`src/rtl/snoop_bus_ctrl_pkg.sv`:
```
// rtl/snoop_bus_ctrl_pkg.sv - shared types and constants for the MSI snoop-bus controller
package snoop_bus_ctrl_pkg;

  localparam int NCORE = 2;
  localparam int AW    = 13;
  localparam int LW    = AW - 2;

  typedef enum logic [1:0] {OP_NONE, OP_RD, OP_WR, OP_INV} bus_op_t;

  localparam logic [1:0] DS_MEM  = 2'b00;
  localparam logic [1:0] DS_PEER = 2'b01;
  localparam logic [1:0] DS_NONE = 2'b11;

  typedef enum logic [2:0] {ST_IDLE, ST_SNOOP, ST_DECIDE, ST_PEER, ST_MEM, ST_INV} snoop_st_t;

  typedef enum logic {PERM_FREE, PERM_HELD} perm_st_t;

  function automatic logic [15:0] line_word(input logic [63:0] line, input logic [1:0] off);
    return line[{off, 4'b0000} +: 16];
  endfunction

endpackage

```
`src/rtl/snoop_bus_ctrl_if.sv`:
```
// rtl/snoop_bus_ctrl_if.sv - request/snoop/memory bundle between the cores, memory and the snoop bus
interface snoop_bus_ctrl_if;
  import snoop_bus_ctrl_pkg::*;

  logic [NCORE-1:0]          read_miss;
  logic [NCORE-1:0]          write_miss;
  logic [NCORE-1:0]          invalidate;
  logic [NCORE-1:0][AW-1:0]  req_addr;
  logic [NCORE-1:0]          search_found;
  logic [NCORE-1:0][15:0]    peer_data;
  logic [NCORE-1:0]          dmem_req;
  logic                      mem_rdy;
  logic [63:0]               mem_rd_data;

  logic [NCORE-1:0]          grant;
  logic [NCORE-1:0]          cpu_search;
  logic [NCORE-1:0]          snoop_inv;
  logic [LW-1:0]             BOCI;
  logic [NCORE-1:0][1:0]     cpu_datasel;
  logic [NCORE-1:0][15:0]    other_proc_data;
  logic [15:0]               bus_data;
  logic [NCORE-1:0]          cpu_dmem_permission;
  logic                      mem_re;
  logic [LW-1:0]             mem_addr;

  modport master (
    output read_miss, write_miss, invalidate, req_addr, search_found, peer_data,
           dmem_req, mem_rdy, mem_rd_data,
    input  grant, cpu_search, snoop_inv, BOCI, cpu_datasel, other_proc_data,
           bus_data, cpu_dmem_permission, mem_re, mem_addr
  );

  modport slave (
    input  read_miss, write_miss, invalidate, req_addr, search_found, peer_data,
           dmem_req, mem_rdy, mem_rd_data,
    output grant, cpu_search, snoop_inv, BOCI, cpu_datasel, other_proc_data,
           bus_data, cpu_dmem_permission, mem_re, mem_addr
  );

endinterface

```
`src/rtl/snoop_bus_ctrl_rr_arb2.sv`:
```
// rtl/snoop_bus_ctrl_rr_arb2.sv - two-requester round-robin arbiter; pointer moves to the loser on i_adv
module rr_arb2
  import snoop_bus_ctrl_pkg::*;
(
  input  logic             i_clk,
  input  logic             i_rst,
  input  logic [NCORE-1:0] i_req,
  input  logic             i_adv,
  input  logic             i_adv_id,
  output logic             o_valid,
  output logic             o_win
);

  logic r_ptr;

  always_ff @(posedge i_clk) begin
    if (i_rst) begin
      r_ptr <= 1'b0;
    end else if (i_adv) begin
      r_ptr <= ~i_adv_id;
    end
  end

  assign o_valid = |i_req;
  assign o_win   = i_req[r_ptr] ? r_ptr : ~r_ptr;

endmodule

```
`src/rtl/snoop_bus_ctrl.sv`:
```
// rtl/snoop_bus_ctrl.sv - MSI snoop-bus responder: request FSM plus memory-port permission arbiter
module snoop_bus_ctrl
  import snoop_bus_ctrl_pkg::*;
(
  input  logic            i_clk,
  input  logic            i_rst,
  snoop_bus_ctrl_if.slave bus
);

  snoop_st_t     r_state, w_state_nxt;
  bus_op_t       r_op, w_win_op;
  logic          r_owner;
  logic [AW-1:0] r_addr;
  perm_st_t      r_perm_st, w_perm_nxt;
  logic          r_perm_id;

  logic [NCORE-1:0] w_req;
  logic w_fsm_valid, w_fsm_win, w_peer, w_grant, w_fire;
  logic w_perm_valid, w_perm_win, w_perm_take, w_perm_busy, w_req_held;

  assign w_req  = bus.read_miss | bus.write_miss | bus.invalidate;
  assign w_peer = ~r_owner;
  assign w_fire = w_grant & ~i_rst;

  rr_arb2 u_fsm_arb (
    .i_clk(i_clk), .i_rst(i_rst), .i_req(w_req), .i_adv(w_fire), .i_adv_id(r_owner),
    .o_valid(w_fsm_valid), .o_win(w_fsm_win)
  );

  rr_arb2 u_perm_arb (
    .i_clk(i_clk), .i_rst(i_rst), .i_req(bus.dmem_req), .i_adv(w_perm_take), .i_adv_id(w_perm_win),
    .o_valid(w_perm_valid), .o_win(w_perm_win)
  );

  always_comb begin
    w_win_op = OP_NONE;
    if (bus.invalidate[w_fsm_win])      w_win_op = OP_INV;
    else if (bus.write_miss[w_fsm_win]) w_win_op = OP_WR;
    else if (bus.read_miss[w_fsm_win])  w_win_op = OP_RD;
  end

  always_ff @(posedge i_clk) begin
    if (i_rst) begin
      r_state <= ST_IDLE;
      r_op    <= OP_NONE;
      r_owner <= 1'b0;
      r_addr  <= '0;
    end else begin
      r_state <= w_state_nxt;
      if (r_state == ST_IDLE && w_fsm_valid) begin
        r_owner <= w_fsm_win;
        r_op    <= w_win_op;
        r_addr  <= bus.req_addr[w_fsm_win];
      end
    end
  end

  always_comb begin
    w_state_nxt         = r_state;
    w_grant             = 1'b0;
    bus.cpu_search      = '0;
    bus.snoop_inv       = '0;
    bus.BOCI            = '0;
    bus.cpu_datasel     = {DS_NONE, DS_NONE};
    bus.other_proc_data = '0;
    bus.bus_data        = '0;
    bus.mem_re          = 1'b0;
    bus.mem_addr        = '0;
    if (r_state != ST_IDLE) bus.BOCI = r_addr[LW-1:0];
    case (r_state)
      ST_IDLE: if (w_fsm_valid) w_state_nxt = ST_SNOOP;
      ST_SNOOP: begin
        bus.cpu_search[w_peer] = 1'b1;
        if (r_op == OP_INV || r_op == OP_WR) bus.snoop_inv[w_peer] = 1'b1;
        w_state_nxt = (r_op == OP_INV) ? ST_INV : ST_DECIDE;
      end
      ST_DECIDE: begin
        w_state_nxt = (r_op == OP_RD && bus.search_found[w_peer]) ? ST_PEER : ST_MEM;
      end
      ST_PEER: begin
        bus.cpu_datasel[r_owner]     = DS_PEER;
        bus.other_proc_data[r_owner] = bus.peer_data[w_peer];
        bus.bus_data                 = bus.peer_data[w_peer];
        w_grant                      = 1'b1;
        w_state_nxt                  = ST_IDLE;
      end
      ST_MEM: begin
        bus.mem_addr = r_addr[AW-1:2];
        // The memory port is shared with core evictions; wait for it to be released.
        if (!w_perm_busy) begin
          bus.mem_re = 1'b1;
          if (bus.mem_rdy) begin
            bus.cpu_datasel[r_owner] = DS_MEM;
            bus.bus_data             = line_word(bus.mem_rd_data, r_addr[1:0]);
            w_grant                  = 1'b1;
            w_state_nxt              = ST_IDLE;
          end
        end
      end
      ST_INV: begin
        bus.cpu_datasel[r_owner] = DS_NONE;
        w_grant                  = 1'b1;
        w_state_nxt              = ST_IDLE;
      end
      default: w_state_nxt = ST_IDLE;
    endcase
  end

  assign bus.grant = {r_owner, ~r_owner} & {NCORE{w_fire}};

  always_ff @(posedge i_clk) begin
    if (i_rst) begin
      r_perm_st <= PERM_FREE;
      r_perm_id <= 1'b0;
    end else begin
      r_perm_st <= w_perm_nxt;
      if (w_perm_take) r_perm_id <= w_perm_win;
    end
  end

  always_comb begin
    w_perm_nxt  = r_perm_st;
    w_perm_take = 1'b0;
    case (r_perm_st)
      PERM_FREE: if (w_perm_valid && r_state != ST_MEM) begin
        w_perm_take = 1'b1;
        w_perm_nxt  = PERM_HELD;
      end
      PERM_HELD: if (!bus.dmem_req[r_perm_id]) w_perm_nxt = PERM_FREE;
      default:   w_perm_nxt = PERM_FREE;
    endcase
  end

  assign w_perm_busy             = (r_perm_st == PERM_HELD);
  assign bus.cpu_dmem_permission = {r_perm_id, ~r_perm_id} & {NCORE{w_perm_busy}};

  assign w_req_held = (r_op == OP_INV) ? bus.invalidate[r_owner] :
                      (r_op == OP_WR)  ? bus.write_miss[r_owner] : bus.read_miss[r_owner];

  a_req_held : assert property (@(posedge i_clk) disable iff (i_rst) (r_state != ST_IDLE) |-> w_req_held);

endmodule
```
`src/flat_wrapper.sv`:
```
// flat-port wrapper written by rule: the top's interface ports become plain ports
module snoop_bus_ctrl_flat import snoop_bus_ctrl_pkg::*;
  (i_clk, i_rst, bus_read_miss, bus_write_miss, bus_invalidate, bus_req_addr, bus_search_found, bus_peer_data, bus_dmem_req, bus_mem_rdy, bus_mem_rd_data, bus_grant, bus_cpu_search, bus_snoop_inv, bus_BOCI, bus_cpu_datasel, bus_other_proc_data, bus_bus_data, bus_cpu_dmem_permission, bus_mem_re, bus_mem_addr);
  snoop_bus_ctrl_if bus_i ();
  input  logic i_clk;
  input  logic i_rst;
  input wire logic [$bits(bus_i.read_miss)-1:0] bus_read_miss;
  input wire logic [$bits(bus_i.write_miss)-1:0] bus_write_miss;
  input wire logic [$bits(bus_i.invalidate)-1:0] bus_invalidate;
  input wire logic [$bits(bus_i.req_addr)-1:0] bus_req_addr;
  input wire logic [$bits(bus_i.search_found)-1:0] bus_search_found;
  input wire logic [$bits(bus_i.peer_data)-1:0] bus_peer_data;
  input wire logic [$bits(bus_i.dmem_req)-1:0] bus_dmem_req;
  input wire logic [$bits(bus_i.mem_rdy)-1:0] bus_mem_rdy;
  input wire logic [$bits(bus_i.mem_rd_data)-1:0] bus_mem_rd_data;
  output wire logic [$bits(bus_i.grant)-1:0] bus_grant;
  output wire logic [$bits(bus_i.cpu_search)-1:0] bus_cpu_search;
  output wire logic [$bits(bus_i.snoop_inv)-1:0] bus_snoop_inv;
  output wire logic [$bits(bus_i.BOCI)-1:0] bus_BOCI;
  output wire logic [$bits(bus_i.cpu_datasel)-1:0] bus_cpu_datasel;
  output wire logic [$bits(bus_i.other_proc_data)-1:0] bus_other_proc_data;
  output wire logic [$bits(bus_i.bus_data)-1:0] bus_bus_data;
  output wire logic [$bits(bus_i.cpu_dmem_permission)-1:0] bus_cpu_dmem_permission;
  output wire logic [$bits(bus_i.mem_re)-1:0] bus_mem_re;
  output wire logic [$bits(bus_i.mem_addr)-1:0] bus_mem_addr;
  assign bus_i.read_miss = bus_read_miss;
  assign bus_i.write_miss = bus_write_miss;
  assign bus_i.invalidate = bus_invalidate;
  assign bus_i.req_addr = bus_req_addr;
  assign bus_i.search_found = bus_search_found;
  assign bus_i.peer_data = bus_peer_data;
  assign bus_i.dmem_req = bus_dmem_req;
  assign bus_i.mem_rdy = bus_mem_rdy;
  assign bus_i.mem_rd_data = bus_mem_rd_data;
  assign bus_grant = bus_i.grant;
  assign bus_cpu_search = bus_i.cpu_search;
  assign bus_snoop_inv = bus_i.snoop_inv;
  assign bus_BOCI = bus_i.BOCI;
  assign bus_cpu_datasel = bus_i.cpu_datasel;
  assign bus_other_proc_data = bus_i.other_proc_data;
  assign bus_bus_data = bus_i.bus_data;
  assign bus_cpu_dmem_permission = bus_i.cpu_dmem_permission;
  assign bus_mem_re = bus_i.mem_re;
  assign bus_mem_addr = bus_i.mem_addr;
  snoop_bus_ctrl u_core (.i_clk(i_clk), .i_rst(i_rst), .bus(bus_i));
endmodule
```
`config.mk`:
```
export PLATFORM = sky130hd
export DESIGN_NAME = snoop_bus_ctrl_flat
export DESIGN_NICKNAME = d
export VERILOG_FILES = /design/src/rtl/snoop_bus_ctrl_pkg.sv /design/src/rtl/snoop_bus_ctrl_if.sv /design/src/rtl/snoop_bus_ctrl_rr_arb2.sv /design/src/rtl/snoop_bus_ctrl.sv /design/src/flat_wrapper.sv
export SDC_FILE = /design/constraint.sdc
export NUM_CORES = 1
export LEC_CHECK = 0
export CORE_UTILIZATION = 25
export CTS_CLUSTER_DIAMETER = 100
export DETAILED_ROUTE_END_ITERATION = 7
export PLACE_DENSITY = 0.69
export SETUP_SLACK_MARGIN = 0.15
export SYNTH_ARGS = -nofsm -noshare
export SYNTH_HDL_FRONTEND = slang
export SYNTH_SLANG_ARGS = --single-unit
```
`constraint.sdc`:
```
create_clock -name i_clk -period 3.4 [get_ports i_clk]
set_clock_uncertainty 0.1 [all_clocks]
set_input_delay 0.51 -clock i_clk [delete_from_list [all_inputs] [get_ports i_clk]]
set_output_delay 0.51 -clock i_clk [all_outputs]
set_load 0.005 [all_outputs]
```
# Yosys cells after proc, flatten, opt, wreduce, memory -nomap -nowiden
# Cells that the tools add are included.
[word_totals] register_bits=23 input_bits=135 output_inout_bits=83
[op_classes] n_bitwise=14 shifts=1 reduce_logical=12 n_eq_ne=12 mux=56 magnitude_cmp=8
[ops] cell="$mux 16" count=5
[ops] cell="$shiftx 64x7->16" count=1
[ops] cell="$and 32x32->32" count=1
[ops] cell="$mux 32" count=1
[ops] cell="$pmux 16 s2" count=1
[ops] cell="$mux 13" count=2
[ops] cell="$mux 1" count=25
[ops] cell="$mux 11" count=2
[ops] cell="$demux 16 s1" count=1
[ops] cell="$mux 3" count=5
[ops] cell="$lt 1x2->1 const B" count=6
[ops] cell="$mux 2" count=6
[ops] cell="$pmux 3 s4" count=1
[ops] cell="$mux 4" count=2
[ops] cell="$pmux 4 s2" count=1
[ops] cell="$not 1->1" count=7
[ops] cell="$eq 3x2->1 const B" count=2
[ops] cell="$eq 3x3->1 const B" count=2
[ops] cell="$reduce_or 2->1" count=3
[ops] cell="$logic_and 1x1->1" count=5
[ops] cell="$and 2x2->2" count=2
[ops] cell="$eq 2x2->1 const B" count=2
[ops] cell="$ne 2x2->1 const B" count=2
[ops] cell="$not 4->4" count=1
[ops] cell="14 further kinds" count=17

# Depth between registers and ports, before layout
[logic_depth] ltp_word=10 depth_mapped=6 mapped_depth_nobuf=4

# Hierarchy
# A second synthesis with hierarchy kept.
[hier_totals] cells_unflattened=248 area_unflattened_um2=2257.2
[modules_own_cells] module="snoop_bus_ctrl" n_inst=1 cells_per_inst=236 area_each_um2=2144.6
[modules_own_cells] module="rr_arb2" n_inst=2 cells_per_inst=6 area_each_um2=56.3

# Worst setup path after synthesis
# Ideal clock, no wire load.
[synth_path] path_type="reg-to-output" startpoint="register u_core.r_addr[1]" endpoint="output port bus_bus_data[0]" stages_incl_launch_ff=5 arrival_ns=1.493 path_slack_ns=1.297 required_time_ns=2.790 path_cell_list="dfxtp_1 > clkbuf_1 > buf_2 > mux4_2 > a311o_1"
[synth_between] elab_chain_len=4
[synth_lines] item="start, declared" line="snoop_bus_ctrl.sv:13" rtl="logic [AW-1:0] r_addr;"
[synth_lines] item="start signal, assigned" line="snoop_bus_ctrl.sv:53" rtl="r_addr <= bus.req_addr[w_fsm_win];"
[synth_lines] item="$shiftx 64x7->16" line="snoop_bus_ctrl_pkg.sv:19" rtl="return line[{off, 4'b0000} +: 16];"
[synth_lines] item="$mux 16" line="snoop_bus_ctrl.sv:92" rtl="if (bus.mem_rdy) begin"
[synth_lines] item="$mux 16" line="snoop_bus_ctrl.sv:90" rtl="if (!w_perm_busy) begin"
[synth_lines] item="$pmux 16 s2" line="snoop_bus_ctrl.sv:70" rtl="case (r_state)"
[synth_lines] item="end, declared" line="flat_wrapper.sv:22" rtl="output wire logic [$bits(bus_i.bus_data)-1:0] bus_bus_data;"
# No other way between the ends.

# Final worst setup path
[layout_path] startpoint="register u_core.r_state[2]" endpoint="output port bus_bus_data[0]"
[layout_between] elab_chain_len=2 elab_cells_between_ends=3 cone_classes="2 x eq/ne; 1 x mux"
[layout_lines] item="start, declared" line="snoop_bus_ctrl.sv:10" rtl="snoop_st_t r_state, w_state_nxt;"
[layout_lines] item="start signal, assigned" line="snoop_bus_ctrl.sv:49" rtl="r_state <= w_state_nxt;"
[layout_lines] item="$eq 3x3->1 / $eq 3x2->1 (equally long branches)" line="snoop_bus_ctrl.sv:70"
[layout_lines] item="$pmux 16 s2 (*)" line="snoop_bus_ctrl.sv:70"
# Every way passes the cells marked *; elsewhere a longest branch is shown, timed or not.

==> summary.md <==
| Metric | Value |
|---|---|
| Status | `finished clean` |
| DRT Pass-1 Iters | `4` |
| CTS tree | `done` |
| Initial antenna violation count | `0` |
| Max_cap viols | `0` |
| Post-route insts no fill | `580` |
| # DRC | `0` |
| Longest Clk Path Bufs | `2` |
| Sequential-to-total area share from yosys stat | `0.203` |
| Placed cells | `around 580` |
| Buffers & Inverters on Critical Path | `2` |
| Hold WS | `0.383 ns` |
| Slew Limit Headroom | `0.627` |
| # nets final | `608` |
| Ys flop type | `dfxtp_1` |
| Setup TNS | `0 ns` |
| Total track usage | `0.195` |
| Post-CTS Setup Inserts | `0` |
| Synth Instances | `263` |
| Most common cell after layout, fill and taps aside | `clkdlybuf4s50_1` |
| Drt total wl | `9540 µm` |
| EDFF count, synth | `0` |
| Worst-path clk slew | `0.08 ns` |
| Largest net degree at the start of global routing | `25` |
| Worst path required time | `2.79 ns` |
| Cts hold-fix bufs | `0` |
| Number of antenna diodes | `0` |
| Worst slew pin tran | `between 0.5 and 0.6 ns` |
| CTS H-tree lvls | `1` |
| Via Count | `2809` |
| Multi-input gate area | `0.00167 mm²` |
| Crit path kind | `flip-flop to output pin` |
| Final setup fails | `0` |
| Worst-path fanout max | `16` |
| Chip Width | `97.2 µm` |
| Reg2reg setup slack | `1.13 ns` |
| Max Freq | `0.341 GHz` |
| Syn nets | `398` |
| Remaining antenna violation count | `0` |
| Synthesis Warnings | `0` |
| Number of fillers in the final layout | `about 850` |
| Fin crit share | `0.862` |
| Asr flop ratio synth | `0` |
| Num ports | `218` |
| Worst vdd ir | `194 µV` |
| Number of CTS-inserted buffers | `3` |
| Final worst path period need | `approximately 3 ns` |
| Final Hold Vio Count | `0` |
| Worst hold path type | `flip-flop to flip-flop` |
| RSZ-0062 raised after global routing | `no` |
| Routed vias/inst | `4.84` |
| Post_cts resized | `0` |
| Cell family with most CP delay | `buffers and inverters` |
| Startpoint class of the critical path | `flip-flop` |
| Slew Limit Fails | `0` |
| Die ar. | `0.00945 mm²` |
| Critical Path, Cell by Cell | `nand2b_1, nor2_1, buf_4, and2_1, a311o_1, clkdlybuf4s50_1` |
| Area occupied by registers | `460 µm²` |
| GRT overflow | `0` |
| DR WL/cell | `16.4 µm` |
| Crit path largest cell delay | `0.60 ns` |
| Crit. End Element | `output pin` |
| Clock root cell | `clkbuf_8` |
| Cell leakage power | `0.00163 µW` |
| First-pass GRT wire length | `15100 µm` |
| Row Count | `34` |
| Distinct cells, synth | `44` |
| Netlist Area Pre-Place | `0.00227 mm²` |
| Clock Latency Late Sink | `approximately 0.26 ns` |
| Vias in the first global route | `roughly 2900` |
| Initial DRC count | `49` |
| Yosys reg bits | `23` |
| Placer congestion estimate | `0.832` |
| Port bufs | `217` |
| Clk sink count | `23` |
| Worst Path Arrival | `2.32 ns` |
| Share of cells above drive strength 1 | `0.0911` |
| Area grow syn2layout | `102%` |
| Detailed Place HPWL | `7800 µm` |
| Core Region | `0.00876 mm²` |
| Initial Utilization | `0.259` |
| Most frequent cells in the layout | `217 x clkdlybuf4s50_1, 44 x and2_1, 30 x nand2_1, 27 x nor2_1, 23 x dfxtp_1` |
| PD cells | `306 mW/mm²` |
| Crit path max-delay cell type | `dfxtp_1` |
| Die extent in y | `97.2 µm` |
| Mapped Avg Cell Area | `~8.6 µm²` |
[cell type report]
type                            instances  area share
Timing Repair Buffer                  228       0.493
Sequential cell                        23       0.101
Multi-Input combinational cell        214       0.365
Tap cell                              108      0.0295
Clock buffer                            4     0.00985
Inverter                                3     0.00246
[synth_stat cells, types with 2 or more instances]
library cell	number	area [µm²]
mux2i_1	2	20.0
buf_6	3	33.8
a31oi_1	2	12.5
nor2_1	27	101
a311oi_2	2	30.0
nor3_1	8	40.0
inv_1	2	7.51
clkbuf_1	8	30.0
a21oi_1	3	15.0
and2_1	44	275
buf_2	9	45.0
nor2b_1	13	81.3
mux4_2	16	360
a311o_1	16	160
nor3b_1	3	22.5
nand2b_1	4	25.0
a311oi_1	13	114
nor3_2	3	30.0
nand2_1	30	113
nand3_1	2	10.0
dfxtp_1	23	460
a211oi_1	6	45.0
o21ai_1	2	10.0
buf_1	2	7.51
[metal layers]
layer | part of all wire | global-route usage | wire length [µm] | up-vias
li1 | - | - | - | 1402
met1 | 0.40 | 0.228 | 3830 | 1296
met2 | 0.54 | 0.380 | 5110 | 107
met3 | 0.057 | 0.0281 | 542 | 4
met4 | 0.0056 | 0.0230 | 53 | 0
met5 | 0 | 0 | 0 | -
[per-stage QoR]
stage / utilization / power, µW / cell area [µm²] / setup slack, ns
6_report: 0.522 / 1400 / 4570 / 0.468
4_1_cts: 0.522 / 1420 / 4570 / 0.438
5_1_grt: 0.522 / 1500 / 4570 / 0.325
2_1_floorplan: - / 861 / 2270 / 1.30
3_3_place_gp: 0.517 / 1230 / 4530 / 0.586
3_5_place_dp: 0.517 / 1240 / 4530 / 0.565
[cell families (layout without fill, tap and decap cells)]
logic type / Yosys count / after routing / synth area share
buffers and inverters: 26 / 235 / 0.0652
DFF: 23 / 23 / 0.203
and+or+nand+nor: 138 / 138 / 0.323
muxes: 20 / 20 / 0.178
AOI/OAI and AO/OA: 56 / 56 / 0.231
[flip-flops by register name (all words and copies together) (netlist names)]
register	cells
u_core.r_addr	13
u_core.r_state	3
u_core.u_perm_arb.r_ptr	1
u_core.r_owner	1
u_core.r_op	2
u_core.r_perm_id	1
u_core.r_perm_st	1
u_core.u_fsm_arb.r_ptr	1
[worst register-to-register path, cell delays in order, from the launching register on]
cell      delay, ns
dfxtp_1        0.45
nor3_2         0.22
buf_4          0.23
a21boi_2       0.51
buf_4          0.33
nor2_1         0.07
a311oi_1       0.28
[power by group]
part	internal, µW	switching (µW)
clock network	83.5	87.1
logic	489	333
registers	332	72.7
total	905	492
[path summary, 6_finish.rpt]
path | startpoint | to | depth (start not counted)
hold reg to reg | u_core.u_perm_arb.r_ptr$_SDFFE_PP0P_ | u_core.u_perm_arb.r_ptr$_SDFFE_PP0P_ | 1
setup / recovery | u_core.r_state[2]$_SDFFE_PP0P_ | bus_bus_data[0] | 6
hold / removal | u_core.u_perm_arb.r_ptr$_SDFFE_PP0P_ | u_core.u_perm_arb.r_ptr$_SDFFE_PP0P_ | 1
setup reg to reg | u_core.r_state[2]$_SDFFE_PP0P_ | u_core.r_addr[0]$_SDFFE_PP0P_ | 6
No activity file was read; power rests on OpenSTA's default activity.
